[config.mk]
export PLATFORM = sky130hd
export DESIGN_NAME = bcd_addsub_serial
export DESIGN_NICKNAME = d
export VERILOG_FILES = /design/src/rtl/bcd_pkg.sv /design/src/rtl/bcd_digit_adder.sv /design/src/rtl/bcd_addsub_serial.sv
export SDC_FILE = /design/constraint.sdc
export NUM_CORES = 1
export LEC_CHECK = 0
export CORE_MARGIN = 10
export CORE_UTILIZATION = 51
export CTS_CLUSTER_DIAMETER = 30
export CTS_CLUSTER_SIZE = 10
export DETAILED_ROUTE_END_ITERATION = 12
export PLACE_DENSITY = 0.78
export SYNTH_ARGS = -nofsm -noshare
export SYNTH_HDL_FRONTEND = slang
export SYNTH_SLANG_ARGS = --single-unit
export TNS_END_PERCENT = 20
[constraint.sdc]
create_clock -name clk -period 3.8 [get_ports clk]
set_input_delay 0.76 -clock clk [delete_from_list [all_inputs] [get_ports clk]]
set_output_delay 0.76 -clock clk [all_outputs]
set_load 0.005 [all_outputs]
[src/rtl/bcd_pkg.sv]
// Shared types and helpers for the digit-serial BCD adder/subtractor.
// FIX exists only when BCD_NEG_MAGNITUDE_EN is defined.
package bcd_pkg;

  typedef logic [3:0] digit_t;

`ifdef BCD_NEG_MAGNITUDE_EN
  typedef enum logic [1:0] {IDLE, ADD, FIX, DONE} state_t;
`else
  typedef enum logic [1:0] {IDLE, ADD, DONE} state_t;
`endif

  localparam digit_t BCD_MAX = 4'd9;

  // Nine's complement wraps mod 16, so out-of-range digits stay out of range.
  function automatic digit_t nines_comp(digit_t d);
    return digit_t'(BCD_MAX - d);
  endfunction

endpackage

[src/rtl/bcd_digit_adder.sv]
// Single BCD digit adder with +6 decimal correction.
// Flags any operand digit above 9.
module bcd_digit_adder
  import bcd_pkg::*;
(
  input  logic [3:0] a,
  input  logic [3:0] b,
  input  logic       ci,
  output logic [3:0] s,
  output logic       co,
  output logic       bad
);

  logic [4:0] t;
  logic [4:0] t_fix;

  always_comb begin
    t     = {1'b0, a} + {1'b0, b} + {4'b0000, ci};
    t_fix = t + 5'd6;
    if (t > 5'd9) begin
      s  = t_fix[3:0];
      co = 1'b1;
    end else begin
      s  = t[3:0];
      co = 1'b0;
    end
    bad = (a > BCD_MAX) | (b > BCD_MAX);
  end

endmodule

[src/rtl/bcd_addsub_serial.sv]
// Digit-serial BCD adder/subtractor, one digit per clock, LSD first.
// Define BCD_NEG_MAGNITUDE_EN to return |A-B| with neg=1 for negative differences.
module bcd_addsub_serial
  import bcd_pkg::*;
#(
  parameter int DIGITS = 4
) (
  input  logic                  clk,
  input  logic                  rst_n,
  input  logic                  in_valid,
  output logic                  in_ready,
  input  logic [4*DIGITS-1:0]   a,
  input  logic [4*DIGITS-1:0]   b,
  input  logic                  sub,
  output logic                  out_valid,
  input  logic                  out_ready,
  output logic [4*DIGITS-1:0]   s,
  output logic                  cout,
  output logic                  neg,
  output logic                  err
);

  localparam int IW = (DIGITS > 1) ? $clog2(DIGITS) : 1;
  localparam logic [IW-1:0] LAST = IW'(DIGITS - 1);

  state_t               state_reg;
  logic [4*DIGITS-1:0]  a_reg;
  logic [4*DIGITS-1:0]  b_reg;
  logic                 sub_reg;
  logic [IW-1:0]        idx_reg;
  logic                 carry_reg;
  logic                 cout_reg;
  logic                 err_reg;
  logic                 out_valid_reg;
  logic                 in_ready_reg;
  digit_t               s_dig_reg [DIGITS];

  digit_t a_dig [DIGITS];
  digit_t b_dig [DIGITS];

  genvar gi;
  generate
    for (gi = 0; gi < DIGITS; gi++) begin : g_dig
      assign a_dig[gi]        = a_reg[4*gi +: 4];
      assign b_dig[gi]        = b_reg[4*gi +: 4];
      assign s[4*gi +: 4]     = s_dig_reg[gi];
    end
  endgenerate

  // One adder serves both passes; FIX re-adds the nine's complement of the result.
  digit_t op_x;
  digit_t op_y;
  digit_t sum;
  logic   co;
  logic   bad;

  always_comb begin
    op_x = a_dig[idx_reg];
    op_y = sub_reg ? nines_comp(b_dig[idx_reg]) : b_dig[idx_reg];
`ifdef BCD_NEG_MAGNITUDE_EN
    if (state_reg == FIX) begin
      op_x = nines_comp(s_dig_reg[idx_reg]);
      op_y = 4'd0;
    end
`endif
  end

  bcd_digit_adder u_digit (
    .a   (op_x),
    .b   (op_y),
    .ci  (carry_reg),
    .s   (sum),
    .co  (co),
    .bad (bad)
  );

`ifdef BCD_NEG_MAGNITUDE_EN
  logic neg_reg;
  assign neg = neg_reg;
`else
  assign neg = 1'b0;
`endif

  assign in_ready  = in_ready_reg;
  assign out_valid = out_valid_reg;
  assign cout      = cout_reg;
  assign err       = err_reg;

  always_ff @(posedge clk or negedge rst_n) begin
    if (!rst_n) begin
      state_reg     <= IDLE;
      a_reg         <= '0;
      b_reg         <= '0;
      sub_reg       <= 1'b0;
      idx_reg       <= '0;
      carry_reg     <= 1'b0;
      cout_reg      <= 1'b0;
      err_reg       <= 1'b0;
      out_valid_reg <= 1'b0;
      in_ready_reg  <= 1'b1;
      for (int i = 0; i < DIGITS; i++) s_dig_reg[i] <= '0;
`ifdef BCD_NEG_MAGNITUDE_EN
      neg_reg       <= 1'b0;
`endif
    end else begin
      case (state_reg)
        IDLE: begin
          if (in_valid) begin
            a_reg        <= a;
            b_reg        <= b;
            sub_reg      <= sub;
            idx_reg      <= '0;
            carry_reg    <= sub;
            err_reg      <= 1'b0;
            in_ready_reg <= 1'b0;
            for (int i = 0; i < DIGITS; i++) s_dig_reg[i] <= '0;
`ifdef BCD_NEG_MAGNITUDE_EN
            neg_reg      <= 1'b0;
`endif
            state_reg    <= ADD;
          end
        end

        ADD: begin
          s_dig_reg[idx_reg] <= sum;
          carry_reg          <= co;
          err_reg            <= err_reg | bad;
          if (idx_reg == LAST) begin
            cout_reg <= sub_reg ? ~co : co;
            idx_reg  <= '0;
`ifdef BCD_NEG_MAGNITUDE_EN
            if (sub_reg && !co) begin
              neg_reg   <= 1'b1;
              carry_reg <= 1'b1;
              state_reg <= FIX;
            end else begin
              out_valid_reg <= 1'b1;
              state_reg     <= DONE;
            end
`else
            out_valid_reg <= 1'b1;
            state_reg     <= DONE;
`endif
          end else begin
            idx_reg <= idx_reg + 1'b1;
          end
        end

`ifdef BCD_NEG_MAGNITUDE_EN
        FIX: begin
          s_dig_reg[idx_reg] <= sum;
          carry_reg          <= co;
          if (idx_reg == LAST) begin
            idx_reg       <= '0;
            out_valid_reg <= 1'b1;
            state_reg     <= DONE;
          end else begin
            idx_reg <= idx_reg + 1'b1;
          end
        end
`endif

        DONE: begin
          if (out_ready) begin
            out_valid_reg <= 1'b0;
            in_ready_reg  <= 1'b1;
            state_reg     <= IDLE;
          end
        end

        default: begin
          state_reg     <= IDLE;
          out_valid_reg <= 1'b0;
          in_ready_reg  <= 1'b1;
        end
      endcase
    end
  end

endmodule
== After elaboration in Yosys (flattened, before gate mapping) ==
Index checks and enable logic that the tools add are counted.
Word-level totals
  register bits: 58
  output and inout port bits: 21
  input port bits: 37
Cells by class
  $lt $le $gt $ge: 5
  equal/unequal tests: 6
  mux-type cells: 31
  reductions and logical operators: 9
  bitwise operators: 6
  $add $sub $neg: 5
Operators with widths (number)
  16-bit case mux with 2 select lines: 1
  4-bit two-way mux: 7
  4-bit binary-select mux with 2-bit select: 2
  16-bit bitwise mux: 1
  16-bit two-way mux: 1
  2-bit two-way mux: 5
  3-bit AND reduction: 3
  4-bit demux with 2-bit select: 1
  4-bit > comparator, second input constant: 2
  1-bit two-way mux: 7
  2-bit inequality test, second input constant: 3
  1-bit case mux with 3 select lines: 2
  2-bit case mux with 3 select lines: 1
  2-bit AND reduction: 3
  4-bit by 4-bit adder with 5-bit output: 1
  5-bit by 1-bit adder with 5-bit output: 1
  5-bit by 4-bit > comparator with 1-bit output, second input constant: 1
  4-bit by 3-bit adder with 4-bit output, second input constant: 1
  2-bit equality test, second input constant: 2
  1-bit case mux with 2 select lines: 2
  2-bit case mux with 2 select lines: 1
  4-bit subtractor, first input constant: 1
  3-bit >= comparator, second input constant: 1
  3-bit by 1-bit < comparator with 1-bit output, second input constant: 1
  8 further kinds: 11

== Logic depth before layout (Yosys ltp) ==
  depth after elaboration: 12
  mapped depth: 13
  depth with buffers taken out: 12

== By module ==
Synthesis repeated with hierarchy kept, for this count alone.
Second synthesis, totals
  cell total of the unflattened synthesis: 219
  area, all modules: 2916.5 um2
By module, submodules not included
  bcd_addsub_serial: area an instance 2691.3 um2, cells each 194, times used 1, seq. area each 1452.6 um2
  bcd_digit_adder: area an instance 225.2 um2, cells each 25, times used 1, seq. area each 0.0 um2

== Worst setup path after synthesis ==
OpenSTA, ideal clock, no wires.
  path type: flip-flop to flip-flop
  from: reg idx_reg[0]
  to: reg s_dig_reg (netlist bit s[10])
  stages on the path, launching flop included: 14
  clock period less this slack: 3.170 ns
  library setup time: 0.077 ns
  arrival: 3.093 ns
  slack: 0.630 ns
  cell sequence: dfrtp_1 > buf_6 > mux4_2 > inv_1 > ha_1 > nand2_1 > o21ai_0 > ha_1 > xnor2_1 > ha_1 > a22oi_2 > nand3_1 > mux2_2 > o21ai_1
Between the ends
  longest elaborated chain between the ends: 12
  elaborated cells on any way between the ends: 21
  classes of those cells: add/sub: 4; order compare: 3; mux: 12; bitwise: 1; reduce/logical: 1
RTL lines
  from (decl): RTL line bcd_addsub_serial.sv:30  | logic [IW-1:0] idx_reg;
  from (signal assigned): RTL line bcd_addsub_serial.sv:145  | idx_reg <= idx_reg + 1'b1;
  2-bit inverter with 3-bit output (implied by the code) *: RTL line bcd_addsub_serial.sv:58, bcd_addsub_serial.sv:59, bcd_addsub_serial.sv:125
  4-bit binary-select mux with 2-bit select: RTL line bcd_addsub_serial.sv:59  | op_y = sub_reg ? nines_comp(b_dig[idx_reg]) : b_dig[idx_reg];
  4-bit two-way mux (implied by the code) (2 in a row): RTL line bcd_addsub_serial.sv:59
  4-bit subtractor: RTL line bcd_pkg.sv:17  | return digit_t'(BCD_MAX - d);
  4-bit two-way mux: RTL line bcd_addsub_serial.sv:59
  4-bit by 4-bit adder with 5-bit output: RTL line bcd_digit_adder.sv:18  | t = {1'b0, a} + {1'b0, b} + {4'b0000, ci};
  5-bit by 1-bit adder with 5-bit output: RTL line bcd_digit_adder.sv:18
  4-bit by 3-bit adder with 4-bit output / 5-bit by 4-bit > comparator with 1-bit output (equally long branches): RTL line bcd_digit_adder.sv:19, bcd_digit_adder.sv:20
  4-bit two-way mux: RTL line bcd_digit_adder.sv:20  | if (t > 5'd9) begin
  16-bit bitwise mux *: RTL line bcd_addsub_serial.sv:125  | s_dig_reg[idx_reg] <= sum;
  16-bit case mux with 2 select lines *: RTL line bcd_addsub_serial.sv:106  | case (state_reg)
  to (signal, indexed assignment): RTL line bcd_addsub_serial.sv:125
  to (decl): RTL line bcd_addsub_serial.sv:36  | digit_t s_dig_reg [DIGITS];
Every way passes the cells marked *; elsewhere a longest branch is shown, timed or not. The select of a mux whose other input is x is not followed.
A chain may end at the register's enable or synchronous reset.

== Worst setup path after layout ==
  from: reg idx_reg[0]
  to: reg s_dig_reg (netlist bit s[7])
Same word-level chain as after synthesis.

==> run metrics <==
status=complete, no violations; Post-CTS Resized=0; Detailed Routing Iterations Pass 1=4; hold crit path type=reg2reg; Reg area=0.001453 mm^2; vias in the first global route=2,273; Finish-stage setup viols=0; syn avg cell area=between 9 and 10 um^2; R2R Path End=s[7]; CTS Sinks=58; # diodes=0; post-CTS setup buffer count=0; fmax=282.6 MHz; routed wl met2=3.149 mm; Post-Route M1 WL=2.775 mm; area share of the largest cell type after synthesis=50.49%; gr ovfl total=0; drt first-iter violations=120; area leader, netlist=dfrtp_1; Die ar.=0.008917 mm^2; WP data required=4.00 ns; worst-path fanout max=7; utilization after layout=67.54%; Synth Cell Area=0.002825 mm^2; Max Cap Viol=0; std cell rows=27; Final Cell Area=0.003674 mm^2; ys async rst share=100.0%; most frequent cells in the layout=110 x nand2_1, 57 x dfrtp_1, 55 x clkdlybuf4s50_1; Tcrit/Tclk final=93.12%; Layout area overhead=30.03%; I/O Buffers=56; layout cells sized above 1=11.05%; core box area=around 0.0054 mm^2; Reg clk slew, reported paths=approximately 0.06 ns; Antenna Nets Post-Route=0; predominant post-synthesis flop cell=dfrtp_1; met3 wire length=458 um; minimum clock period=3.539 ns; hold path cells=2; worst slew pin tran=1.002 ns; slowest cell on the critical path=mux4_2; YS warnings=0; hpwl dp=4.788 mm; GRT Util Overall=between 10% and 20%; crit path to=s[7]; drt wl/cell=15.42 um; vias per cell=approximately 5.3; Slew Limit Fails=0; startpoint types=register; min-delay src=b_reg[9]; initial antenna violation count=0; DRT Wirelength=6.554 mm; Hold-fix buffers, CTS=0; r2r setup slk=about 0.26 ns; fillers=412; Syn Nets=approximately 340; clock buffer count from CTS=9; cells on worst reg2reg path=12; DRC=0; RePlAce Congestion=0.9048; RSZ-0062 raised after global routing=false; worst skew pair latency=~0.35 ns; Area after DPL=0.003441 mm^2; H-tree levels=3; crit-path cells=mux4_2, inv_1, ha_1, nand2_1, o21ai_0, ha_1, xnor2_1, ha_1, a22oi_2, o21bai_1, a31oi_1, o21ai_0; RR Startpoint=idx_reg[0]; Via Count=2,246; synth top area cells=dfrtp_1 50%, nand2_1 15%, mux4_2 6.4%; CP max stage delay=~0.62 ns; Data arrival, critical path=approximately 3.7 ns; final-report hold violation count=0; Setup TNS Final=0 ns; most frequent CP cell=ha_1; Top Layer Used=met4; most common cell after layout, fill and taps aside=nand2_1; #FFs+latches synth=58; CTS tree=done; Fin Clk Skew=0.006089 ns; clk root buf=clkbuf_8; synth unique cells=39; largest net degree at the start of global routing=59; first-pass GRT wire length=10.92 mm; initial core utilization=51.94%; critical path class=reg2reg; # nets final=396; clock tree buffer depth=2; post-synthesis sequential area ratio=51.42%; Die Wd=around 94 um; Rel. slew slack=33.00%; Worst setup EP type=register; Die Ht=roughly 94 um; IO Pins=58; Worst Setup SP=idx_reg[0]; Post-synth EDFFs=0; area of the multi-input gates=0.001275 mm^2; Post-Syn Instances=291
kinds of logic (layout without fill, tap and decap cells):
kind of cell    after synthesis  in the layout  share of synthesized area [%]
mux                           9              9                          6.776
other cells                   1              1                         0.1327
compound gates               46             46                          10.50
fa+ha+maj                    11             11                          5.403
xor+xnor                      5              5                          2.082
simple gates                137            137                          20.02
flops                        58             58                          51.42
buf+inv                      24             86                          3.676
stage by stage:
| step | setup slack, ns | cells | hold slack [ns] |
|---|---|---|---|
| after detailed placement | 0.3072 | 409 | 0.4608 |
| after floorplan | 0.6298 | 291 | 0.4403 |
| after global placement | 0.5132 | 409 | 0.4545 |
| final | 0.2614 | 425 | 0.4760 |
| after global routing | 0.007612 | 425 | 0.5040 |
| after CTS | 0.2624 | 425 | 0.4768 |
layer usage:
| metal | up-vias | global-route usage [%] |
|---|---|---|
| met3 | 17 | 5.393 |
| met2 | 77 | 24.83 |
| met1 | 1068 | 18.12 |
| met4 | 0 | 9.494 |
| li1 | 1084 | - |
| met5 | - | 0 |
worst max-delay path: cells and delay by family (launching register included):
kind            cells  cell delay [ns]
compound gates      5             0.99
xor+xnor            1             0.20
fa+ha+maj           3             0.87
buf+inv             1             0.10
flops               1             0.53
mux                 1             0.62
simple gates        1             0.07
cell type report:
cell class | instances | area share (%)
Clock inverter | 6 | 2.861
Timing Repair Buffer | 60 | 15.94
Clock buffer | 10 | 3.474
Sequential cell | 58 | 39.54
Tap cell | 72 | 2.452
Inverter | 10 | 1.022
Multi-Input combinational cell | 209 | 34.71
worst min-delay path by stage:
stage / to / slack (ns)
after global routing: a_reg[8] / 0.50
after CTS: b_reg[9] / 0.48
final: b_reg[9] / 0.48
after global placement: b_reg[9] / 0.45
after detailed placement: b_reg[9] / 0.46
after floorplan: a_reg[10] / 0.44
synthesized netlist by cell type (all sizes together) (3+ instances only):
cell / number
a21o: 3
a21oi: 4
a31oi: 7
buf: 4
clkbuf: 10
dfrtp: 57
ha: 9
inv: 10
mux4: 8
nand2: 110
nand3: 13
nor2: 4
nor3: 4
o21ai: 24
o31ai: 3
xnor2: 4
Power is left out: the tool's default activity adds up to more than one toggle a clock period on the data nets, which glitch-free logic cannot reach.
